## src/rtl/mem_dep_counter_predictor_pkg.sv

```systemverilog
// Shared scheduler types and constants for the memory-dependence predictor.
// It also holds the PC-to-table index function, generalised to any power-of-two table size.
package SchedulerTypes;

   localparam int CONF_MDT_ENTRY_NUM  = 128;
   localparam int RENAME_WIDTH        = 2;
   localparam int INSN_ADDR_BIT_WIDTH = 2;
   localparam int PC_WIDTH            = 32;

   typedef logic [PC_WIDTH-1:0] PC_Path;

   localparam int MDT_CNT_WIDTH    = 2;
   localparam int MDT_CLEAR_WIDTH  = 2;
   localparam int MDT_DECAY_PERIOD = 65536;

   typedef logic [MDT_CNT_WIDTH-1:0] MDT_CounterPath;

   typedef enum logic {
      MDT_ST_CLEAR,
      MDT_ST_RUN
   } mdt_state_e;

   // Drops the instruction-alignment bits, then keeps log2(entry_num) bits.
   function automatic PC_Path ToMDT_Index(input PC_Path pc, input int unsigned entry_num);
      return (pc >> INSN_ADDR_BIT_WIDTH) & PC_WIDTH'(entry_num - 1);
   endfunction

endpackage

```

## src/rtl/mem_dep_counter_predictor_clear_ctrl.sv

```systemverilog
// Clear-walk FSM and decay timer for the dependence table.
// The walk zeroes CLEAR_WIDTH entries per cycle, then hands the table back to RUN.
module mem_dep_pred_clear_ctrl
   import SchedulerTypes::*;
#(
   parameter int ENTRY_NUM    = CONF_MDT_ENTRY_NUM,
   parameter int CLEAR_WIDTH  = MDT_CLEAR_WIDTH,
   parameter int DECAY_PERIOD = MDT_DECAY_PERIOD,
   localparam int IDX_W       = $clog2(ENTRY_NUM)
) (
   input  logic             clk,
   input  logic             rst_n,
   input  logic             clearReq,
   output logic             busy,
   output logic [IDX_W-1:0] clearPtr,
   output logic             clearEnable
);

   localparam int DECAY_W = (DECAY_PERIOD > 1) ? $clog2(DECAY_PERIOD) : 1;
   localparam logic [DECAY_W-1:0] DECAY_LAST =
      (DECAY_PERIOD == 0) ? '0 : DECAY_W'(DECAY_PERIOD - 1);
   localparam logic [IDX_W-1:0] LAST_PTR = IDX_W'(ENTRY_NUM - CLEAR_WIDTH);
   localparam logic [IDX_W-1:0] PTR_STEP = IDX_W'(CLEAR_WIDTH);

   mdt_state_e         state_q, state_d;
   logic [IDX_W-1:0]   clear_ptr_q, clear_ptr_d;
   logic [DECAY_W-1:0] decay_q, decay_d;
   logic               clear_start;

   // NOTE: every output of a combinational block gets a default first, so no path can infer a latch.
   always_comb begin
      state_d     = state_q;
      clear_ptr_d = clear_ptr_q;
      decay_d     = '0;
      clear_start = 1'b0;
      unique case (state_q)
         MDT_ST_CLEAR: begin
            if (clearReq) begin
               clear_ptr_d = '0;
            end else if (clear_ptr_q == LAST_PTR) begin
               state_d     = MDT_ST_RUN;
               clear_ptr_d = '0;
            end else begin
               clear_ptr_d = clear_ptr_q + PTR_STEP;
            end
         end
         MDT_ST_RUN: begin
            clear_start = clearReq || ((DECAY_PERIOD != 0) && (decay_q == DECAY_LAST));
            if (clear_start) begin
               state_d     = MDT_ST_CLEAR;
               clear_ptr_d = '0;
            end else if (DECAY_PERIOD != 0) begin
               decay_d = decay_q + 1'b1;
            end
         end
         default: state_d = MDT_ST_CLEAR;
      endcase
   end

   // NOTE: sequential state uses non-blocking assignments so all flops update from pre-edge values.
   always_ff @(posedge clk) begin
      if (!rst_n) begin
         state_q     <= MDT_ST_CLEAR;
         clear_ptr_q <= '0;
         decay_q     <= '0;
      end else begin
         state_q     <= state_d;
         clear_ptr_q <= clear_ptr_d;
         decay_q     <= decay_d;
      end
   end

   assign busy        = (state_q == MDT_ST_CLEAR);
   assign clearPtr    = clear_ptr_q;
   // Also raised on the cycle a walk starts, so that cycle's training is dropped.
   assign clearEnable = busy || clear_start;

endmodule

```

## src/rtl/mem_dep_counter_predictor.sv

```systemverilog
// Memory-dependence predictor: a table of saturating counters indexed by load PC.
// A set MSB tells the scheduler to hold the load behind older stores.
module mem_dep_counter_predictor
   import SchedulerTypes::*;
#(
   parameter int ENTRY_NUM    = CONF_MDT_ENTRY_NUM,
   parameter int CNT_WIDTH    = MDT_CNT_WIDTH,
   parameter int LOOKUP_WIDTH = RENAME_WIDTH,
   parameter int TRAIN_WIDTH  = 2,
   parameter int CLEAR_WIDTH  = MDT_CLEAR_WIDTH,
   parameter int DECAY_PERIOD = MDT_DECAY_PERIOD
) (
   input  logic                    clk,
   input  logic                    rst_n,
   input  logic [LOOKUP_WIDTH-1:0] lookupValid,
   input  PC_Path                  lookupPC [LOOKUP_WIDTH],
   output logic [LOOKUP_WIDTH-1:0] predictDepend,
   input  logic [TRAIN_WIDTH-1:0]  trainValid,
   input  PC_Path                  trainPC [TRAIN_WIDTH],
   input  logic [TRAIN_WIDTH-1:0]  trainViolation,
   input  logic                    clearReq,
   output logic                    busy
);

   localparam int IDX_W = $clog2(ENTRY_NUM);
   localparam logic [CNT_WIDTH-1:0] CNT_MAX = {CNT_WIDTH{1'b1}};
   localparam logic [IDX_W-1:0] GROUP_MASK = ~IDX_W'(CLEAR_WIDTH - 1);

   logic [IDX_W-1:0]        clear_ptr;
   logic                    clear_en;
   logic [CNT_WIDTH-1:0]    cnt_q [ENTRY_NUM];
   logic [CNT_WIDTH-1:0]    cnt_d [ENTRY_NUM];
   logic [ENTRY_NUM-1:0]    viol_hit, dec_hit;
   logic [LOOKUP_WIDTH-1:0] predict_q, predict_d;

   mem_dep_pred_clear_ctrl #(
      .ENTRY_NUM   (ENTRY_NUM),
      .CLEAR_WIDTH (CLEAR_WIDTH),
      .DECAY_PERIOD(DECAY_PERIOD)
   ) u_clear_ctrl (
      .clk        (clk),
      .rst_n      (rst_n),
      .clearReq   (clearReq),
      .busy       (busy),
      .clearPtr   (clear_ptr),
      .clearEnable(clear_en)
   );

   // Merge the train ports per entry: any violation wins, otherwise one decrement.
   always_comb begin
      viol_hit = '0;
      dec_hit  = '0;
      for (int p = 0; p < TRAIN_WIDTH; p++) begin
         if (trainValid[p]) begin
            if (trainViolation[p]) viol_hit[IDX_W'(ToMDT_Index(trainPC[p], ENTRY_NUM))] = 1'b1;
            else                   dec_hit[IDX_W'(ToMDT_Index(trainPC[p], ENTRY_NUM))]  = 1'b1;
         end
      end
   end

   always_comb begin
      for (int e = 0; e < ENTRY_NUM; e++) begin
         cnt_d[e] = cnt_q[e];
         if (clear_en) begin
            if ((IDX_W'(e) & GROUP_MASK) == clear_ptr) cnt_d[e] = '0;
         end else if (viol_hit[e]) begin
            cnt_d[e] = CNT_MAX;
         end else if (dec_hit[e] && (cnt_q[e] != '0)) begin
            cnt_d[e] = cnt_q[e] - 1'b1;
         end
      end
   end

   // Reads the pre-training counter: no same-cycle bypass.
   always_comb begin
      predict_d = '0;
      for (int i = 0; i < LOOKUP_WIDTH; i++) begin
         predict_d[i] = lookupValid[i] && !busy &&
                        cnt_q[IDX_W'(ToMDT_Index(lookupPC[i], ENTRY_NUM))][CNT_WIDTH-1];
      end
   end

   // NOTE: the counter array has no reset; the clear walk that follows every reset zeroes it.
   always_ff @(posedge clk) begin
      for (int e = 0; e < ENTRY_NUM; e++) cnt_q[e] <= cnt_d[e];
   end

   always_ff @(posedge clk) begin
      if (!rst_n) predict_q <= '0;
      else        predict_q <= predict_d;
   end

   assign predictDepend = predict_q;

endmodule

```

## config.mk

```make
export PLATFORM = sky130hd
export DESIGN_NAME = mem_dep_counter_predictor
export DESIGN_NICKNAME = d
export VERILOG_FILES = /design/src/rtl/mem_dep_counter_predictor_pkg.sv /design/src/rtl/mem_dep_counter_predictor_clear_ctrl.sv /design/src/rtl/mem_dep_counter_predictor.sv
export SDC_FILE = /design/constraint.sdc
export NUM_CORES = 1
export LEC_CHECK = 0
export ABC_CLOCK_PERIOD_IN_PS = 2330
export CAP_MARGIN = 0
export CORE_MARGIN = 8
export CORE_UTILIZATION = 30
export DETAILED_ROUTE_END_ITERATION = 7
export SYNTH_ARGS = -nofsm -noshare
export SYNTH_HDL_FRONTEND = slang
export SYNTH_SLANG_ARGS = --single-unit
```

## constraint.sdc

```tcl
create_clock -name clk -period 2.33 [get_ports clk]
set_clock_uncertainty 0.15 [all_clocks]
set_input_delay 0.3495 -clock clk [delete_from_list [all_inputs] [get_ports clk]]
set_output_delay 0.3495 -clock clk [all_outputs]
set_load 0.03 [all_outputs]
```

-- Word-level counts from Yosys, hierarchy flattened
Memories as Yosys holds them, arrays and structs flattened.
Index checks and enable logic that the tools add are counted.
- flip-flop bits (word level): 26
- bits in writable memories: 256
- bits of input ports: 137
- output and inout port bits: 3
- memories kept: 1
- add/sub/neg operators: 130
- magnitude comparators: 4
- equality and inequality tests: 66
- mux-type cells: 533
- bitwise gates (word level): 4
- reductions and logical operators: 266
- memories (memory ; words ; bits a word ; rd ports ; clocked after Yosys merged registers in ; write ports ; line ; text):
    cnt_q ; 128 ; 2 ; 130 ; 0 ; 128 ; mem_dep_counter_predictor.sv:31 ; logic [CNT_WIDTH-1:0] cnt_q [ENTRY_NUM];
- operators with widths (operator ; number):
    128-bit 2-to-1 mux ; 8
    2-bit 2-to-1 mux ; 512
    128-bit OR ; 2
    2-bit nonzero test ; 128
    2-bit by 1-bit subtractor with 2-bit output, second input constant ; 128
    7-bit equality test, first input constant ; 32
    1-bit logical AND ; 134
    6-bit by 7-bit equality test with 1-bit output, first input constant ; 16
    5-bit by 7-bit equality test with 1-bit output, first input constant ; 8
    4-bit by 7-bit equality test with 1-bit output, first input constant ; 4
    7-bit 2-to-1 mux ; 3
    16-bit by 1-bit adder with 16-bit output, second input constant ; 1
    16-bit equality test, second input constant ; 1
    7-bit by 8-bit < comparator with 1-bit output, second input constant ; 2
    1-bit demux with 7-bit select ; 2
    3-bit by 7-bit equality test with 1-bit output, first input constant ; 2
    7-bit by 1-bit greater-or-equal comparator with 1-bit output, second input constant ; 2
    7-bit case mux with 2 select lines ; 1
    7-bit by 2-bit adder with 7-bit output, second input constant ; 1
    2-bit by 7-bit equality test with 1-bit output, first input constant ; 1
    7-bit equality test, second input constant ; 1
    7-bit zero test ; 1
    1-bit 2-to-1 mux ; 6
    3-bit OR reduction ; 1
    4 further kinds ; 6

-- Depth between registers and ports, before layout
- depth in word-level cells: 13
- gate-level depth with buffers: 9

-- Cells and area by module
From an unflattened synthesis, not the netlist that was laid out.
- cells, all modules: 2207
- area total of the unflattened synthesis: 20458.4 um^2
- by module, submodules not included (module ; times used ; cells each ; area an instance (um^2) ; sequential area each (um^2)):
    mem_dep_counter_predictor ; 1 ; 2087 ; 19426.1 ; 7727.4
    mem_dep_pred_clear_ctrl ; 1 ; 120 ; 1032.2 ; 460.4

-- Least setup slack after synthesis
No wires, ideal clock.
- path kind: reg-to-reg
- start: reg u_clear_ctrl.decay_q[0] (netlist name)
- end: mem cnt_q[125][0] in the netlist's numbering, enable pin
- library setup time: 0.327 ns
- data arrival time: 1.872 ns
- required time: 1.853 ns
- setup slack: -0.019 ns
- stages on the path, launching flop included: 9
- cell sequence: dfxtp_1 -> ha_1 -> nand3_2 -> nor3b_4 -> a311o_1 -> buf_2 -> nand4b_2 -> buf_2 -> o21ai_0
- RTL lines (element ; line):
    to (decl) ; mem_dep_counter_predictor.sv:31

==> flow_summary.toml <==
[run_status]
status = "finished, violations left"
violations = "negative setup slack"

[drt]
vias = 19500
vias_per_cell = 5.84
first_pass_iters = 7
ant_nets = 0
drt_wl_total_um = 80000
post-route-drc-count = 0
wl_per_cell_um = 24.0
dr.first_iter.drc_count = 2628

[logic_synthesis]
synth_commonest_cells = "264 x a21oi_1, 264 x a22oi_1, 264 x inv_1"
synth_compound_area_share_pct = 24.9
synthAdderAreaFrac_pct = 8.17
ys_ff_latch = 281
synth_top_area_share_pct = 38.6
synth_mux_area_share_pct = 6.93
synth-edff-count = 256
synth_area_leaders = "edfxtp_1 39%, a22oi_1 10%, ha_1 8.2%, a21oi_1 6.6%, inv_1 5.0%"
synth_nets = 2397
synthFlopType = "edfxtp_1"
ys_warn_count = 0
synth-seq-area-share_pct = 41.1
synth_cell_types = 60
synth_top_family_by_area = "compound AO/OA/AOI/OAI gates"
synthArstFlopShare_pct = 0
yosysTopAreaCell = "edfxtp_1"
syn_inst = 2130
syn-cell-area_um2 = 19900
synth-simple-area-share_pct = 9.61
synthXorXnorAreaFrac_pct = 0.572
avgSynthCellArea_um2 = 9.35

[layout]
fin_cells = 3337
fillers = 6240
drive_above_1_share_pct = 26.7
final_nets = 2716
syn_to_final_growth_pct = 34.1
postLayoutCellArea_um2 = 26700

[clock_network]
clockRootBuffer = "clkbuf_16"
cts_tree = "built"
cts_buffers = 36
clock_tree.buffer_depth = 3
insertion_delay_ns = 0.57
htreeDepth = 2
cts_sinks = 281
clk_pin_slew_ns = 0.05

[setup_path]
crit_top_cell = "buf_6"
rrSetupSlack_ns = -0.1
crit_family = "buffers and inverters"
cp.buffers_inverters = 4
crit_type = "register to register"
r2r_cells = 11
worst_ep_required_time_ns = 2.43
endpoint_kind = "register"
critPathMaxFanout = 8
arrival_ns = 2.53
r2r_end = "cnt_q[1][0]"
startpoint_type = "register"
max_stage_delay_ns = 0.35
crit_chain = "ha_4 > nand3_4 > nor3b_4 > a311oi_4 > buf_6 > buf_6 > nor2_4 > buf_4 > nand2_4 > clkbuf_16 > o21ai_4"
slowest_stage = "dfxtp_2"
rr_startpoint = "u_clear_ctrl.decay_q[0]"

[timing]
setup_tns_ns = -4.09
fin_crit_sh_pct = 104
maxSlewHeadroom_pct = 49.7
rsz0062_at_grt = "yes"
worst_pin_slew_ns = 0.755
slew_viol_final = 0
setup_viol = 110
fmax_ghz = 0.412
hold_viol_final = 0
fin_ws_ns = -0.0978
fin_crit_ns = 2.43

[place]
dpl_cell_area_um2 = 24300
hpwl_um = 53800
dp_cells = 3247
numPortBuffers = 39
gp_congestion = 0.941
place_ws_ns = -0.451

[job]
maxCapViolations = 0

[global_routing]
grt_pass1_vias = 19400
grt-busiest-layer = "met2"
use_met2_pct = 31.8
grt_usage_pct = 20.4
grtUsageMet3_pct = 5.87
met1_usage_pct = 25.1
grt_overflow_total = 0
antenna_found_initial = 1
grt_max_degree = 57
grt_first_pass_wirelength_um = 117000

[worst_hold_path]
hold_end = "u_clear_ctrl.decay_q[0]"
hold_depth = 2
hp-start = "u_clear_ctrl.decay_q[0]"
hold_path.class = "register to register"

[power]
power_density_nw_per_um2 = 448
power.total_uw = 12000
cellLeakagePower_uw = 0.0103
ir_worst_vdd_uv = 419

[floorplanning]
ios = 140
row_count = 94
start_util_pct = 30.3
die_area_um2 = 74900
coreArea_um2 = 65700
dieWidth_um = 274
chipHeight_um = 274
[layout by cell type (no fill, tap or decap), types with 7 or more instances in the layout]
cell	count
ha_1	129
nand2b_1	11
clkdlybuf4s50_1	37
o21ai_4	28
nor3_1	10
o21ai_1	30
xor2_1	7
mux2i_1	30
o21ai_0	114
buf_4	321
o211ai_1	15
a21oi_1	264
o21ai_2	47
clkbuf_1	12
buf_12	68
or3_4	7
nand2_1	141
nor3_2	14
nand3_1	26
clkbuf_16	41
nor2_1	82
inv_1	264
edfxtp_1	256
o2bb2ai_2	17
nand4_1	11
nor2b_1	11
nand2_4	12
buf_6	7
dfxtp_1	23
mux4_2	44
a22oi_1	264
nand3b_1	9
[per-layer routing]
metal | share of wire, % | wire length, um
met4 | 5.8 | 4670
met3 | 12 | 9390
met1 | 38 | 30500
met5 | 0 | 0
met2 | 44 | 35500
[worst min-delay path: cells and delay by family, from the launching register on]
family                 cells  cell delay [ns]
flip-flops                 1             0.35
AND/OR/NAND/NOR            1             0.04
buffers and inverters      1             0.12
[state kept, by name (all words and copies together), names as in the netlist]
signal,flops
cnt_q,256
predictDepend,2
u_clear_ctrl.clearPtr,6
u_clear_ctrl.decay_q,16
u_clear_ctrl.state_q,1
[how the worst max path moves through the flow]
stage,startpoint,endpoint,slack (ns),cells past startpoint
2_1_floorplan,u_clear_ctrl.decay_q[0],cnt_q[125][0],-0.02,8
3_3_place_gp,lookupPC[4],predictDepend[1],-0.48,8
3_5_place_dp,lookupPC[4],predictDepend[1],-0.45,8
4_1_cts,u_clear_ctrl.decay_q[12],cnt_q[0][0],-0.06,7
5_1_grt,u_clear_ctrl.decay_q[0],cnt_q[1][0],-0.20,11
6_report,u_clear_ctrl.decay_q[0],cnt_q[1][0],-0.1,11
[through the flow]
step	hold WS, ns	util, %
after floorplan	0.280	-
after global placement	0.360	36.9
after detailed placement	0.369	36.9
after CTS	0.392	38.9
after global routing	0.405	40.6
final	0.394	40.6
[final cells by class]
cell class | count | area (um^2) | share of cell area [%]
multi-input combinational | 1423 | 10900 | 40.9
sequential | 281 | 8190 | 30.7
timing repair buffer | 443 | 4430 | 16.6
tap | 864 | 1080 | 4.05
inverter | 264 | 991 | 3.71
clock buffer | 49 | 971 | 3.64
clock inverter | 12 | 111 | 0.417
antenna | 1 | 2.50 | 0.00937
[logic make-up (layout without fill, tap and decap cells)]
group,count (synthesis),count (layout)
and+or+nand+nor,386,386
AOI/OAI and AO/OA,812,812
other,0,1
buffers and inverters,426,768
xor gates and xnor gates,13,13
adders and majority gates,130,130
DFF,281,281
muxes,82,82
[timing repair]
| action | in CTS | in global routing |
|---|---|---|
| pin swaps | 2 | 24 |
| setup endpoints to repair | 362 | 384 |
| hold endpoints to repair | 0 | 0 |
| hold buffers | 0 | 0 |
| gates cloned | 2 | 4 |
| gates resized for setup | 73 | 210 |
| buffers inserted | 6 | 17 |
[report_power, final]
part	switching (uW)	internal [uW]
registers	11.4	5430
clock network	2300	3130
logic	646	454
Note: power is estimated with default switching activity, not from simulation.
